===== config.mk =====
export PLATFORM = sky130hd
export DESIGN_NAME = pwm_capture
export DESIGN_NICKNAME = d
export VERILOG_FILES = /design/src/rtl/pwm_capture.sv
export SDC_FILE = /design/constraint.sdc
export NUM_CORES = 1
export LEC_CHECK = 0
export ABC_AREA = 1
export CORE_MARGIN = 2
export CORE_UTILIZATION = 45
export DETAILED_ROUTE_END_ITERATION = 8
export DONT_BUFFER_PORTS = 1
export SLEW_MARGIN = 15
export SYNTH_ARGS = -nofsm -noshare
export SYNTH_HDL_FRONTEND = slang
export SYNTH_SLANG_ARGS = --single-unit

===== constraint.sdc =====
create_clock -name clk -period 1.49 [get_ports clk]
set_clock_uncertainty 0.1 [all_clocks]
set_input_delay 0.298 -clock clk [delete_from_list [all_inputs] [get_ports clk]]
set_output_delay 0.298 -clock clk [all_outputs]
set_load 0.005 [all_outputs]

===== src/rtl/pwm_capture.sv =====
// pwm_capture: measures period and high time of an external PWM line in clk cycles.
//   clk        - peripheral clock
//   rst        - synchronous, active-high reset
//   cap_en     - capture enable; low returns to IDLE and clears the counter
//   pwm_in     - asynchronous PWM line (double-flop synchronized here)
//   period_out - last measured period (rise to rise), clk cycles
//   high_out   - last measured high time (rise to fall), clk cycles
//   meas_valid - one-cycle strobe, period_out/high_out updated this cycle
//   timeout    - one-cycle strobe, counter reached MAX_CNT with no edge
//   no_signal  - set on timeout, cleared on the next meas_valid or reset
//   level_out  - synchronized line level captured at timeout (1 = stuck high)
module pwm_capture #(
  parameter int unsigned CNT_W   = 16,
  parameter int unsigned MAX_CNT = 2**CNT_W - 1
) (
  input  logic             clk,
  input  logic             rst,
  input  logic             cap_en,
  input  logic             pwm_in,
  output logic [CNT_W-1:0] period_out,
  output logic [CNT_W-1:0] high_out,
  output logic             meas_valid,
  output logic             timeout,
  output logic             no_signal,
  output logic             level_out
);

  localparam logic [CNT_W-1:0] CNT_LIMIT = CNT_W'(MAX_CNT);
  localparam logic [CNT_W-1:0] CNT_ONE   = CNT_W'(1);

  typedef enum logic [1:0] {
    IDLE      = 2'd0,
    WAIT_RISE = 2'd1,
    MEAS_HIGH = 2'd2,
    MEAS_LOW  = 2'd3
  } state_t;

  state_t           state;
  logic             s1;
  logic             s2;
  logic             p;
  logic [CNT_W-1:0] cnt;
  logic [CNT_W-1:0] high_q;
  logic             rise;
  logic             fall;

  // Edge detect on the synchronized line; the fixed 3-cycle latency cancels
  // out because both ends of every measurement see the same delay.
  assign rise = s2 & ~p;
  assign fall = ~s2 & p;

  // Synchronizer, measurement FSM and registered outputs.
  always_ff @(posedge clk) begin
    if (rst) begin
      s1         <= 1'b0;
      s2         <= 1'b0;
      p          <= 1'b0;
      cnt        <= '0;
      high_q     <= '0;
      state      <= IDLE;
      period_out <= '0;
      high_out   <= '0;
      meas_valid <= 1'b0;
      timeout    <= 1'b0;
      no_signal  <= 1'b0;
      level_out  <= 1'b0;
    end else begin
      s1         <= pwm_in;
      s2         <= s1;
      p          <= s2;
      meas_valid <= 1'b0;
      timeout    <= 1'b0;

      if (!cap_en) begin
        state <= IDLE;
        cnt   <= '0;
      end else begin
        unique case (state)
          IDLE: begin
            cnt   <= '0;
            state <= WAIT_RISE;
          end

          // Partial cycle before the first rise is never reported.
          WAIT_RISE: begin
            if (rise) begin
              cnt   <= CNT_ONE;
              state <= MEAS_HIGH;
            end
          end

          // An edge coinciding with cnt == MAX_CNT wins over the timeout.
          MEAS_HIGH: begin
            if (fall) begin
              high_q <= cnt;
              cnt    <= cnt + CNT_ONE;
              state  <= MEAS_LOW;
            end else if (cnt == CNT_LIMIT) begin
              timeout   <= 1'b1;
              no_signal <= 1'b1;
              level_out <= s2;
              cnt       <= '0;
              state     <= WAIT_RISE;
            end else begin
              cnt <= cnt + CNT_ONE;
            end
          end

          MEAS_LOW: begin
            if (rise) begin
              period_out <= cnt;
              high_out   <= high_q;
              meas_valid <= 1'b1;
              no_signal  <= 1'b0;
              cnt        <= CNT_ONE;
              state      <= MEAS_HIGH;
            end else if (cnt == CNT_LIMIT) begin
              timeout   <= 1'b1;
              no_signal <= 1'b1;
              level_out <= s2;
              cnt       <= '0;
              state     <= WAIT_RISE;
            end else begin
              cnt <= cnt + CNT_ONE;
            end
          end

          default: begin
            cnt   <= '0;
            state <= IDLE;
          end
        endcase
      end
    end
  end

endmodule


# ---- Word level (Yosys, flattened, before mapping)
# Index checks and enable logic that the tools add are counted.
dict set report classes {
  n_eq_ne 7
  n_mux 23
  reduce_logical 8
  bitwise_logic 6
  n_addsub 1
}
# cell count
set op_table {}
lappend op_table {{$mux W16} 4}
lappend op_table {{$pmux W16 S4} 1}
lappend op_table {{$add A16 B1 Y16 const B} 1}
lappend op_table {{$eq A16 B16 Y1 const B} 1}
lappend op_table {{$mux W1} 10}
lappend op_table {{$reduce_and A3 Y1} 3}
lappend op_table {{$mux W2} 4}
lappend op_table {{$pmux W2 S4} 1}
lappend op_table {{$ne A2 B2 Y1 const B} 3}
lappend op_table {{$pmux W1 S2} 3}
lappend op_table {{$eq A2 B2 Y1 const B} 2}
lappend op_table {{$not A1 Y1} 4}
lappend op_table {{$reduce_and A4 Y1} 1}
lappend op_table {{$reduce_or A3 Y1} 1}
lappend op_table {{$and A1 B1 Y1} 2}
lappend op_table {{$eq A2 B1 Y1 const B} 1}
lappend op_table {{$logic_not A2 Y1} 1}
lappend op_table {{$reduce_bool A2 Y1} 1}
lappend op_table {{$reduce_or A2 Y1} 1}
dict set report totals {
  elab_cells 57
  input_bits 4
  output_inout_bits 36
  regBits 73
}

# ---- Longest topological paths before layout
dict set report depth {
  ltp_word 4
  mapped_depth 11
  ltp_nobuf 11
}

# ---- Worst setup path before layout
# Ideal clock, no wire load.
dict set report synth_path {
  path_type {register -> register}
  start {register cnt[1]}
  end {register cnt[10]}
  setup_ps 132
  synth_period_minus_slack_ps 1657
  stages_incl_launch_ff 12
  slack_ps -167
  t_required_ps 1258
  arrival_ps 1425
  n_path_buf 1
  cell_sequence {dfxtp_1 -> ha_1 -> nand2_1 -> nor2_2 -> nand2_4 -> nor2_4 -> nand2_2 -> nand2_2 -> nand2_2 -> buf_6 -> nand2_1 -> a21oi_1}
}
dict set report synth_via {
  elab_chain_len 4
  word_cells_on_any_way 6
  classes_between {add/sub (1); eq/ne (1); mux (4)}
}
# element line
set synth_rtl {}
lappend synth_rtl {{start, declared} 42} ;# logic [CNT_W-1:0] cnt;
lappend synth_rtl {{start signal, assigned} 96} ;# cnt <= cnt + CNT_ONE;
lappend synth_rtl {{start signal, assigned} 105} ;# cnt <= cnt + CNT_ONE;
lappend synth_rtl {{start signal, assigned} 124} ;# cnt <= cnt + CNT_ONE;
lappend synth_rtl {{$add A16 B1 Y16 or $eq A16 B16 Y1 (tied branches)} --}
lappend synth_rtl {{$mux W16} {98, 117}}
lappend synth_rtl {{$mux W16, on equally long branches} {110, 94}}
lappend synth_rtl {{$pmux W16 S4 *} 78} ;# unique case (state)
# Every way passes the cells marked *; elsewhere a longest branch is shown, timed or not.
# A chain may end at the register's enable or synchronous reset.

# ---- Worst setup path after layout
dict set report layout_path {
  start {register cnt[1]}
  end {register cnt[0]}
}
dict set report layout_via {
  elab_chain_len 4
  word_cells_on_any_way 5
  classes_between {eq/ne (1); mux (4)}
}
# element line
set layout_rtl {}
lappend layout_rtl {{$eq A16 B16 Y1 *} {98, 117}}
lappend layout_rtl {{$mux W16 *} {98, 117}}
lappend layout_rtl {{$mux W16, on equally long branches} {110, 94}}
lappend layout_rtl {{$pmux W16 S4 *} 78}
# Marks and branches as above.

==> impl_metrics.tcl <==
set metrics [dict create \
    outcome "complete, but fails checks" \
    violations "negative setup slack" \
    endpoint_kind "flop" \
    worstPathRequired_ns 1.65 \
    cts_tree "built" \
    finalWorstSetupSlack_ns -0.0601 \
    die_h_um 85.6 \
    internal-power_uw 2960 \
    place_congestion 0.881 \
    p_leak_uw 0.00179 \
    wirelength_met1_um 3650 \
    ant_nets 0 \
    rsz0062_at_grt "true" \
    powerDensity_nw_per_um2 968 \
    placed_area_um2 3400 \
    met3_length_um 467 \
    grt_max_degree 50 \
    layout-area-overhead-vs-synth_pct 33.4 \
    dr.max_layer_used "met4" \
    cts_buffer_depth 2 \
    synth_compound_area_share_pct 16.2 \
    clkSlewWorstSetupHoldPaths_ns 0.08 \
    cts_root_buf "clkbuf_8" \
    syn_inst 414 \
    synth-simple-area-share_pct 24.6 \
    maxCapViolCount 0 \
    core-area_um2 6390 \
    syn_nets 419 \
    avgSynthCellArea_um2 7.24 \
    drv_slew 0 \
    synth_top_family_by_area "simple AND/OR/NAND/NOR gates" \
    clkPwrFrac_pct 46.1 \
    drive_gt1_share_pct 25.5 \
    yosysUniqueCellTypes 26 \
    finalHoldViolations 0 \
    grt_use_total_pct 20.2 \
    irDropWorstVdd_mv 0.873 \
    muxShareOfSynthArea_pct 0 \
    fmax_mhz 645 \
    arrival_ns 1.71 \
    hold_class "in -> reg" \
    avgRoutedWirePerCell_um 15.2 \
    mostFrequentLayoutCells "68 x nand2_1, 67 x dfxtp_1, 66 x nor2_1" \
    start_util_pct 46.9 \
    fillers 583 \
    power_uw 3870 \
    hpwl_um 4860 \
    grt_pass1_vias 2468 \
    h-tree-depth 3 \
    drc 0 \
    yosys.area_share.adder_pct 0.418 \
    swShare_pct 23.6 \
    cp_max_fo 3 \
    core.rowCount 29 \
    timing.final.crit_share_pct 104 \
    pre_cts_slack_ns -0.141 \
    synth_xor_area_share_pct 1.75 \
    pwr-share-seq_pct 50.7 \
    critPathKind "reg -> reg" \
    finalHoldWorstSlack_ns 0.0426 \
    via_per_inst 5.12 \
    port-buffer-count 0 \
    synth_area_um2 3000 \
    drt_first_pass_iters 5 \
    relSlewSlack_pct 74.3 \
    seq_area_frac_synth_pct 48.8 \
    die_w_um 85.6 \
    numClockSinks 73 \
    ys_warn_count 0 \
    switchingPower_uw 914 \
    wl_met2_um 4030 \
    drt_iter0_drc 163 \
    layout.nets 466 \
    clk_latency_ns 0.36 \
    grt_first_pass_wirelength_um 11700 \
    wl_um 8260 \
    layout_commonest_cell "nand2_1" \
    num_vias 2778 \
    dieArea_um2 7320 \
    setup_viol 17 \
    antenna_found_initial 0 \
    design_area_um2 4000 \
    ios 40 \
    cp-start-kind "flop" \
    diodes 0 \
    worst_slew_pin_slew_ns 0.384 \
    comb_power_share_pct 3.2 \
    ys_ff_latch 73 \
    layout_min_cycle_time_ns 1.55 \
    cts_buffers 9 \
    grt-ovfl-total 0 \
]
[synthesized netlist by cell type (all sizes together)]
cell type   n  share of area, %
buf         8               1.6
or2         1              0.21
nand2      82                11
a211oi      1              0.25
o21ai      56               9.4
a31oi       1              0.21
nor2       79                11
nand3      12               2.0
nand4       1              0.21
ha          1              0.42
clkbuf     10               1.3
nor3        1              0.17
a21oi      38               6.3
nand3b      1              0.25
xor2        6               1.8
dfxtp      73                49
inv        43               5.4
[power by group through the flow]
stage / Clock (µW) / Sequential [µW] / Combinational [µW]
after global routing: 1920 / 1960 / 134
final: 1790 / 1960 / 124
after global placement: 0 / 2010 / 101
after CTS: 1800 / 1960 / 112
after detailed placement: 0 / 2010 / 102
after floorplan: 0 / 2010 / 61.8
[state kept, by name, indices dropped and copies added, names as in the netlist]
signal      count
high_out       16
period_out     16
high_q         16
meas_valid      1
level_out       1
state           2
p               1
no_signal       1
cnt            16
s2              1
timeout         1
s1              1
[kinds of logic (layout without fill, tap and decap cells)]
| family | count (synthesis) | after routing |
|---|---|---|
| buffers and inverters | 61 | 113 |
| AOI/OAI and AO/OA | 96 | 96 |
| and+or+nand+nor | 177 | 177 |
| adders and majority gates | 1 | 1 |
| DFF | 73 | 73 |
| xor gates and xnor gates | 6 | 6 |
[per-stage QoR]
| step | utilization (%) | setup TNS (ns) | instances |
|---|---|---|---|
| finish | 62.6 | -0.374 | 543 |
| global route | 62.6 | -2.23 | 543 |
| CTS | 58.1 | -0.460 | 535 |
| detailed placement | 53.2 | -1.84 | 515 |
| global placement | 53.2 | -1.16 | 515 |
| floorplan | - | -0.727 | 414 |
[worst max-delay path, cell delays in order, from the launching register on]
cell	delay, ns
dfxtp_4	0.37
ha_4	0.15
nand2_4	0.05
nor2_4	0.10
nand2_4	0.07
nor2_4	0.14
nand3_2	0.10
nand2_4	0.11
buf_6	0.10
nand3_2	0.07
nand2_1	0.07
inv_1	0.03
[path summary, 6_finish.rpt]
check / depth (start not counted) / endpoint / slack, ns / from
worst min-delay path: 3 / level_out$_SDFFE_PP0P_ / 0.04 / rst
worst min register to register: 2 / s2$_SDFF_PP0_ / 0.31 / s1$_SDFF_PP0_
worst max register to register: 11 / cnt[0]$_SDFFE_PP0P_ / -0.06 / cnt[1]$_SDFFE_PP0P_
worst max-delay path: 11 / cnt[0]$_SDFFE_PP0P_ / -0.06 / cnt[1]$_SDFFE_PP0P_
[timing repair]
| item | in CTS | in global routing |
|---|---|---|
| gates cloned | 0 | 5 |
| setup buffers | 2 | 4 |
| endpoints found under the hold margin | 4 | 0 |
| resized for setup | 13 | 45 |
| hold buffers | 2 | 0 |
| pin swaps | 10 | 18 |
| endpoints found under the setup margin | 20 | 68 |
[per-layer routing]
layer  vias up  GRT usage, %
met5         -             0
met4         0          9.09
met3        12          4.14
met2        74          30.9
met1      1281          27.6
li1       1411             -
[final cells by class]
| type | instances | area (µm²) | area share [%] |
|---|---|---|---|
| timing repair buffer | 54 | 566 | 14.2 |
| multi-input combinational | 280 | 1470 | 36.7 |
| clock buffer | 9 | 124 | 3.10 |
| tap | 77 | 96.3 | 2.41 |
| clock inverter | 7 | 101 | 2.54 |
| sequential | 73 | 1480 | 36.9 |
| inverter | 43 | 166 | 4.16 |
No activity file was read; power rests on OpenSTA's default activity.
